==> config.mk <==
export PLATFORM = sky130hd
export DESIGN_NAME = a2d_chnl_sched_flat
export DESIGN_NICKNAME = d
export VERILOG_FILES = /design/src/rtl/segway_a2d_pkg.sv /design/src/rtl/a2d_chnl_sched_if.sv /design/src/rtl/a2d_chnl_sched.sv /design/src/flat_wrapper.sv
export SDC_FILE = /design/constraint.sdc
export NUM_CORES = 1
export LEC_CHECK = 0
export ABC_AREA = 1
export CAP_MARGIN = 10
export CORE_UTILIZATION = 40
export DETAILED_ROUTE_END_ITERATION = 10
export GPL_ROUTABILITY_DRIVEN = 0
export GPL_TIMING_DRIVEN = 0
export PLACE_DENSITY = 0.71
export REMOVE_ABC_BUFFERS = 1
export SLEW_MARGIN = 15
export SYNTH_ARGS = -nofsm -noshare
export SYNTH_HDL_FRONTEND = slang
export SYNTH_SLANG_ARGS = --single-unit
export TNS_END_PERCENT = 5
==> constraint.sdc <==
create_clock -name clk -period 1.39 [get_ports clk]
set_input_delay 0.3475 -clock clk [delete_from_list [all_inputs] [get_ports clk]]
set_output_delay 0.3475 -clock clk [all_outputs]
set_load 0.005 [all_outputs]
==> src/rtl/segway_a2d_pkg.sv <==
// Shared types and constants for the Segway A2D channel scheduler.
// Holds the scheduler state encoding, the channel-index type, the default
// ADC128S channel numbers and the helper that builds an ADC128S command word.
package segway_a2d_pkg;

  typedef enum logic [1:0] {
    IDLE  = 2'd0,
    XMIT1 = 2'd1,
    GAP   = 2'd2,
    XMIT2 = 2'd3
  } a2d_state_t;

  typedef logic [1:0] chnl_idx_t;

  localparam logic [2:0] CH_LFT_DEF   = 3'd0;
  localparam logic [2:0] CH_RGHT_DEF  = 3'd4;
  localparam logic [2:0] CH_STEER_DEF = 3'd5;
  localparam logic [2:0] CH_BATT_DEF  = 3'd6;
  localparam int         TMO_CYC_DEF  = 2048;

  // ADC128S control word: channel address sits in bits [13:11], rest zero.
  function automatic logic [15:0] a2d_cmd(input logic [2:0] chnl);
    return {2'b00, chnl, 11'h000};
  endfunction

endpackage

==> src/rtl/a2d_chnl_sched_if.sv <==
// Handshake between the channel scheduler and the SPI monarch.
// The scheduler is the master: it launches transactions with spi_wrt/spi_cmd
// and receives spi_done/spi_rd back from the monarch.
interface a2d_chnl_sched_if;

  logic        spi_wrt;
  logic [15:0] spi_cmd;
  logic        spi_done;
  logic [15:0] spi_rd;

  modport master (
    output spi_wrt,
    output spi_cmd,
    input  spi_done,
    input  spi_rd
  );

  modport slave (
    input  spi_wrt,
    input  spi_cmd,
    output spi_done,
    output spi_rd
  );

endinterface

==> src/rtl/a2d_chnl_sched.sv <==
// Round-robin A2D scheduler for the Segway.
// Each nxt request runs one two-transaction ADC128S read on the next channel
// (LFT -> RGHT -> STEER -> BATT -> LFT). The first transaction only addresses
// the channel; the second returns its conversion, which lands in that
// channel's holding register. A request arriving while busy is remembered in
// a one-deep pending flag. A transaction that never completes is abandoned
// after TMO_CYC clocks without advancing the channel, so the next request
// retries it.
module a2d_chnl_sched
  import segway_a2d_pkg::*;
#(
  parameter logic [2:0] CH_LFT   = CH_LFT_DEF,
  parameter logic [2:0] CH_RGHT  = CH_RGHT_DEF,
  parameter logic [2:0] CH_STEER = CH_STEER_DEF,
  parameter logic [2:0] CH_BATT  = CH_BATT_DEF,
  parameter int         TMO_CYC  = TMO_CYC_DEF
) (
  input  logic                     clk,
  input  logic                     rst,
  input  logic                     nxt,
  a2d_chnl_sched_if.master         spi,
  output logic [11:0]              lft_ld,
  output logic [11:0]              rght_ld,
  output logic [11:0]              steer_pot,
  output logic [11:0]              batt,
  output logic                     cnv_done,
  output logic                     all_vld,
  output logic                     tmo_err
);

  // Timer only has to reach TMO_CYC-2; abort happens on the edge that would
  // take it to TMO_CYC-1, so tmo_err shows TMO_CYC-1 clocks after spi_wrt.
  localparam int             TW       = (TMO_CYC > 2) ? $clog2(TMO_CYC) : 1;
  localparam logic [TW-1:0]  TMO_LAST = TW'(TMO_CYC - 2);

  a2d_state_t    state;
  chnl_idx_t     idx;
  logic          pend;
  logic [TW-1:0] timer;
  logic [3:0]    seen;
  logic [2:0]    cur_chnl;
  logic [3:0]    idx_hot;
  logic          tmo_hit;

  // Map the round-robin index onto the physical ADC128S channel and its
  // bit in the converted-at-least-once mask.
  always_comb begin
    cur_chnl = CH_LFT;
    case (idx)
      2'd0:    cur_chnl = CH_LFT;
      2'd1:    cur_chnl = CH_RGHT;
      2'd2:    cur_chnl = CH_STEER;
      default: cur_chnl = CH_BATT;
    endcase
    idx_hot = 4'b0001 << idx;
    tmo_hit = (timer == TMO_LAST);
  end

  // Scheduler FSM with all outputs registered; completion beats timeout.
  always_ff @(posedge clk) begin
    if (rst) begin
      state       <= IDLE;
      idx         <= 2'd0;
      pend        <= 1'b0;
      timer       <= '0;
      seen        <= 4'b0000;
      spi.spi_wrt <= 1'b0;
      spi.spi_cmd <= 16'h0000;
      lft_ld      <= 12'h000;
      rght_ld     <= 12'h000;
      steer_pot   <= 12'h000;
      batt        <= 12'h000;
      cnv_done    <= 1'b0;
      all_vld     <= 1'b0;
      tmo_err     <= 1'b0;
    end else begin
      spi.spi_wrt <= 1'b0;
      cnv_done    <= 1'b0;
      tmo_err     <= 1'b0;

      if (nxt && (state != IDLE))
        pend <= 1'b1;

      case (state)
        IDLE: begin
          if (nxt || pend) begin
            state       <= XMIT1;
            spi.spi_wrt <= 1'b1;
            spi.spi_cmd <= a2d_cmd(cur_chnl);
            pend        <= 1'b0;
            timer       <= '0;
          end
        end

        XMIT1: begin
          if (spi.spi_done) begin
            state <= GAP;
          end else if (tmo_hit) begin
            tmo_err <= 1'b1;
            state   <= IDLE;
          end else begin
            timer <= timer + TW'(1);
          end
        end

        GAP: begin
          spi.spi_wrt <= 1'b1;
          timer       <= '0;
          state       <= XMIT2;
        end

        XMIT2: begin
          if (spi.spi_done) begin
            case (idx)
              2'd0:    lft_ld    <= spi.spi_rd[11:0];
              2'd1:    rght_ld   <= spi.spi_rd[11:0];
              2'd2:    steer_pot <= spi.spi_rd[11:0];
              default: batt      <= spi.spi_rd[11:0];
            endcase
            cnv_done <= 1'b1;
            seen     <= seen | idx_hot;
            all_vld  <= &(seen | idx_hot);
            idx      <= chnl_idx_t'(idx + 2'd1);
            state    <= IDLE;
          end else if (tmo_hit) begin
            tmo_err <= 1'b1;
            state   <= IDLE;
          end else begin
            timer <= timer + TW'(1);
          end
        end

        default: state <= IDLE;
      endcase
    end
  end

endmodule

==> src/flat_wrapper.sv <==
// flat-port wrapper written by rule: the top's interface ports become plain ports
module a2d_chnl_sched_flat import segway_a2d_pkg::*;
#(
  parameter logic [2:0] CH_LFT   = CH_LFT_DEF,
  parameter logic [2:0] CH_RGHT  = CH_RGHT_DEF,
  parameter logic [2:0] CH_STEER = CH_STEER_DEF,
  parameter logic [2:0] CH_BATT  = CH_BATT_DEF,
  parameter int         TMO_CYC  = TMO_CYC_DEF
)
  (clk, rst, nxt, lft_ld, rght_ld, steer_pot, batt, cnv_done, all_vld, tmo_err, spi_spi_wrt, spi_spi_cmd, spi_spi_done, spi_spi_rd);
  a2d_chnl_sched_if spi_i ();
  input  logic clk;
  input  logic rst;
  input  logic nxt;
  output logic [11:0] lft_ld;
  output logic [11:0] rght_ld;
  output logic [11:0] steer_pot;
  output logic [11:0] batt;
  output logic cnv_done;
  output logic all_vld;
  output logic tmo_err;
  output wire logic [$bits(spi_i.spi_wrt)-1:0] spi_spi_wrt;
  output wire logic [$bits(spi_i.spi_cmd)-1:0] spi_spi_cmd;
  input wire logic [$bits(spi_i.spi_done)-1:0] spi_spi_done;
  input wire logic [$bits(spi_i.spi_rd)-1:0] spi_spi_rd;
  assign spi_spi_wrt = spi_i.spi_wrt;
  assign spi_spi_cmd = spi_i.spi_cmd;
  assign spi_i.spi_done = spi_spi_done;
  assign spi_i.spi_rd = spi_spi_rd;
  a2d_chnl_sched #(.CH_LFT(CH_LFT), .CH_RGHT(CH_RGHT), .CH_STEER(CH_STEER), .CH_BATT(CH_BATT), .TMO_CYC(TMO_CYC)) u_core (.clk(clk), .rst(rst), .nxt(nxt), .spi(spi_i), .lft_ld(lft_ld), .rght_ld(rght_ld), .steer_pot(steer_pot), .batt(batt), .cnv_done(cnv_done), .all_vld(all_vld), .tmo_err(tmo_err));
endmodule
# After elaboration in Yosys (flattened, before gate mapping)
# Index checks and enable logic that the tools add are counted.
[totals] input_bits=20 out_inout_bits=68 regBits=75 word_cells=64
[classes] bitwise=4 addsub=2 reduce_logical=17 n_eq_ne=9 shift=1 muxes=17
[op_table] cell="11-bit 2-to-1 mux" n=3
[op_table] cell="11-bit case mux with 3 select lines" n=1
[op_table] cell="3-bit AND reduction" n=5
[op_table] cell="11-bit by 1-bit adder with 11-bit output (second input constant)" n=1
[op_table] cell="11-bit equality test (second input constant)" n=1
[op_table] cell="3-bit case mux with 3 select lines" n=1
[op_table] cell="2-bit 2-to-1 mux" n=4
[op_table] cell="2-bit case mux with 4 select lines" n=1
[op_table] cell="2-bit equality test (second input constant)" n=3
[op_table] cell="1-bit 2-to-1 mux" n=6
[op_table] cell="3-bit OR reduction" n=2
[op_table] cell="2-bit by 1-bit equality test with 1-bit output (second input constant)" n=2
[op_table] cell="2-bit zero test" n=2
[op_table] cell="2-bit != test (second input constant)" n=2
[op_table] cell="4-bit OR" n=1
[op_table] cell="2-bit AND reduction" n=2
[op_table] cell="4-bit AND reduction" n=1
[op_table] cell="2-bit OR reduction" n=2
[op_table] cell="1-bit by 2-bit << shifter with 4-bit output (first input constant)" n=1
[op_table] cell="1-bit NOT" n=3
[op_table] cell="2-bit by 1-bit adder with 2-bit output (second input constant)" n=1
[op_table] cell="2-bit by 1-bit != test with 1-bit output (second input constant)" n=1
[op_table] cell="1-bit case mux with 2 select lines" n=1
[op_table] cell="2-bit nonzero test" n=1
[op_table] cell="other kinds (2)" n=2

# Logic depth before layout (Yosys ltp)
[depth] word_depth=5 mapped_depth=10 mapped_depth_nobuf=10

# Worst setup path before layout
# Ideal clock, no wire load.
[synth_timing] path_kind="flip-flop to flip-flop" from="register u_core.timer[0]" to="register u_core.timer[3]" period_less_slack_ns=1.327 setup_time_ns=0.064 n_path_buf=1 slack_ns=0.063 t_required_ns=1.326 path_stages_with_launch=11 arrival_ns=1.263 cell_sequence="dfxtp_1 -> inv_1 -> ha_1 -> inv_1 -> nor2_2 -> nand3_4 -> nand3_4 -> buf_12 -> o21bai_1 -> inv_1 -> nor2_1"
[synth_between] elab_chain_len=4 elab_cells_between_ends=7 classes_between="add/sub (1); eq/ne (2); mux (3); reduce/logical (1)"
[synth_lines] element="from (decl)" line="a2d_chnl_sched.sv:39" text="logic [TW-1:0] timer;"
[synth_lines] element="from (signal assigned)" line="a2d_chnl_sched.sv:102" text="timer <= timer + TW'(1);"
[synth_lines] element="from (signal assigned)" line="a2d_chnl_sched.sv:129" text="timer <= timer + TW'(1);"
[synth_lines] element="11-bit by 1-bit adder with 11-bit output" line="a2d_chnl_sched.sv:102, a2d_chnl_sched.sv:129"
[synth_lines] element="11-bit 2-to-1 mux" line="a2d_chnl_sched.sv:98, a2d_chnl_sched.sv:125"
[synth_lines] element="11-bit 2-to-1 mux" line="a2d_chnl_sched.sv:113" text="if (spi.spi_done) begin"
[synth_lines] element="11-bit case mux with 3 select lines" line="a2d_chnl_sched.sv:84" text="case (state)"
# Several ways; a longest one is shown, not always the timed one. The select of a mux whose other input is x is not followed.
# A chain may end at the register's enable or synchronous reset.

# Worst setup path after layout
[layout_timing] from="register u_core.timer[0]" to="register u_core.timer[0]"
# The elaborated chain is that of the path after synthesis.

==> results.py <==
metrics = {
    "sta": {
        "worstMarginPinSlew_ps": 506,
        "final-setup-viol-count": 2,
        "fin_crit_sh": 1.00,
        "timing.final.max_slew_violations": 0,
        "grt_setup_unrepaired": "true",
        "hold_viol_final": 0,
        "final.min_clock_period_ps": 1400,
        "fin_worst_skew_ps": 10.8,
        "max_freq_mhz": 716,
        "fin_ws_ps": -6.77,
        "slew_headroom": 0.660,
    },
    "power": {
        "pwr_density_cell_nw_per_um2": 1090,
        "ir_drop_uv": 607,
        "p_leak_nw": 1.92,
        "total_power_w": 0.00475,
    },
    "final_layout": {
        "utilization": 0.566,
        "area_growth_pct": 36.8,
        "fillers": 724,
        "drive_above_1_share": 0.219,
        "num-nets-final": 512,
        "n_antenna_cell": 0,
    },
    "placed_design": {
        "portBuffers": 70,
        "post-dp-hpwl_um": 4890,
    },
    "clock_network": {
        "path_clk_slew_ps": 80,
        "htreeDepth": 3,
        "numCtsBuffers": 9,
        "cts_sinks": 75,
        "hold_buffers": 0,
        "cts_tree": "built",
        "clock_latency_ps": 350,
        "clockRootBuffer": "clkbuf_8",
        "clk_path_buf_depth": 2,
    },
    "hold_path": {
        "hold_path_depth": 2,
        "hold_start": "spi_spi_done",
        "hold_class": "in2reg",
        "holdPathEnd": "u_core.tmo_err",
    },
    "yosys": {
        "yosys.area.top_type": "dfxtp_1",
        "ys.flop_type": "dfxtp_1",
        "synth_area_um2": 3200,
        "synth_edf_count": 0,
        "synth_mux_area_frac": 0,
        "synth_fa_ha_area_frac": 0.0313,
        "yosysWarnings": 0,
        "synth_top_family_by_area": "simple AND/OR/NAND/NOR gates",
        "synth_compound_area_frac": 0.131,
        "synth_area_leaders": "dfxtp_1 (47%), nor2_1 (15%), o21ai_0 (7.4%)",
        "ys_seq_area_frac": 0.470,
        "ys_async_sr_fraction": 0,
        "synth-simple-area-share": 0.257,
        "avgSynthCellArea_um2": 7.85,
        "syn_inst": 407,
        "ys_types": 34,
        "synth_seq_cells": 75,
        "yosysMostFrequentCell": "nor2_1",
        "synth_xor_area_frac": 0.00274,
        "netlist.area_leader.share": 0.470,
        "yosys-top-cells-count": "nor2_1 (126), dfxtp_1 (75), o21ai_0 (47)",
    },
    "drt": {
        "drt_wl_total_um": 7220,
        "drt_first_pass_iters": 4,
        "postRouteAntennaNets": 0,
        "routed-wl-met2_um": 3240,
        "topRoutingLayerUsed": "met4",
        "drt_iter0_markers": 103,
        "wl_per_cell_um": 12.2,
        "route.detailed.drc": 0,
        "wirelength_met1_um": 3430,
        "dr_wl_met3_um": 424,
        "via_count": 2766,
        "via_per_inst": 4.68,
    },
    "die": {
        "die_y_um": 91.4,
        "start_util": 0.414,
        "io_pins": 88,
        "core_area_um2": 7730,
        "rows": 32,
        "die_area_um2": 8350,
        "dieWidth_um": 91.4,
    },
    "critical_path": {
        "arrival_ps": 1640,
        "rr_endpoint": "u_core.timer[0]",
        "path_class": "reg2reg",
        "r2r_slack_ps": -7,
        "r2r-start": "u_core.timer[0]",
        "reg2regPathDepth": 9,
        "start_kind": "flop",
        "worstSetupEndpointType": "flop",
        "cp.required_ps": 1630,
        "critPathMaxFanout": 7,
    },
    "grt": {
        "first_global_vias": 2523,
        "grt_first_pass_wirelength_um": 11900,
        "grt_max_degree": 57,
        "grt_overflow_total": 0,
        "antenna_found_initial": 0,
        "track_usage": 0.180,
    },
    "run": {
        "cap_violations": 0,
    },
    "run_status": {
        "outcome": "finished, violations left",
        "violations": "setup timing",
    },
}
-- area by class of cell --
| class | count | area, µm² | share of cell area |
|---|---|---|---|
| Clock inverter | 5 | 108 | 0.0246 |
| Clock buffer | 11 | 151 | 0.0346 |
| Inverter | 32 | 169 | 0.0386 |
| Tap cell | 102 | 128 | 0.0292 |
| Multi-Input combinational cell | 283 | 1510 | 0.346 |
| Timing Repair Buffer | 83 | 754 | 0.173 |
| Sequential cell | 75 | 1550 | 0.354 |
-- how the worst max path moves through the flow --
stage                     from                     end  slack, ps  cells past startpoint
2_1_floorplan  u_core.timer[0]         u_core.timer[9]         30                     10
3_3_place_gp               rst  u_core.spi.spi_cmd[13]      -1360                      4
3_5_place_dp               rst           u_core.idx[1]       -940                      4
4_1_cts        u_core.timer[0]         u_core.timer[9]       -100                     10
5_1_grt        u_core.timer[3]         u_core.timer[1]        -70                      7
6_report       u_core.timer[0]         u_core.timer[0]         -7                      9
-- worst max-delay path, stage by stage, from the launching register on --
cell,delay [ps]
dfxtp_4,390
inv_4,50
ha_4,150
inv_4,50
nor2_4,30
nand3_4,130
nand3_4,170
buf_6,170
o21ai_2,90
a21oi_1,50
-- metrics by stage --
stage	hold slack (ps)	instance area [µm²]	std cells	setup TNS [ps]	setup WS, ps
floorplan	410	3020	389	0	27.7
global placement	446	3850	561	-79460	-1360
detailed placement	468	3850	561	-57070	-943
CTS	476	4110	577	-570	-101
global route	280	4370	591	-558	-65.6
finish	256	4370	591	-6.85	-6.77
-- cells by family after synthesis --
logic type	count (synthesis)
other	1
AO/OA/AOI/OAI	76
flip-flops	75
adder cells (fa/ha/maj)	8
AND/OR/NAND/NOR	184
XOR/XNOR	1
buffers and inverters	62
-- sequential cells by signal, summed over array words and instances, names as in the netlist --
register / cells
u_core.lft_ld: 12
u_core.spi.spi_wrt: 1
u_core.idx: 2
u_core.rght_ld: 12
u_core.pend: 1
u_core.seen: 4
u_core.spi.spi_cmd: 3
u_core.state: 2
u_core.tmo_err: 1
u_core.timer: 11
u_core.cnv_done: 1
u_core.all_vld: 1
u_core.steer_pot: 12
u_core.batt: 12
-- per-layer routing --
layer	up-vias	track usage
met1	1233	0.236
met4	0	0.0754
met3	13	0.0369
met2	95	0.287
met5	-	0
li1	1425	-
-- report_power, final --
group / total, W / switching [W] / internal (W) / leakage (nW)
clock network: 0.00213 / 0.000831 / 0.00130 / 0.130
registers: 0.00221 / 0.0000306 / 0.00218 / 0.622
logic: 0.000404 / 0.000228 / 0.000177 / 1.17
-- cell usage in the layout, fill, tap and decap left out, types with 5 or more instances in the layout --
| cell type | count |
|---|---|
| nor2_1 | 122 |
| dlygate4sd2_1 | 55 |
| dfxtp_1 | 43 |
| o21ai_0 | 31 |
| dfxtp_2 | 30 |
| nand2_1 | 26 |
| inv_1 | 23 |
| o21ai_1 | 23 |
| conb_1 | 13 |
| clkdlybuf4s50_1 | 13 |
| clkbuf_8 | 11 |
| a21oi_1 | 8 |
| buf_4 | 8 |
| nand3_1 | 7 |
| nand2_2 | 6 |
| a21oi_2 | 5 |
| ha_1 | 5 |
-- timing repair --
| item | CTS | global route |
|---|---|---|
| resized for setup | 98 | 54 |
| pin swaps | 2 | 6 |
| cloned | 0 | 1 |
| setup endpoints to repair | 123 | 68 |
| buffers inserted | 0 | 13 |
No activity file was read; power rests on OpenSTA's default activity.
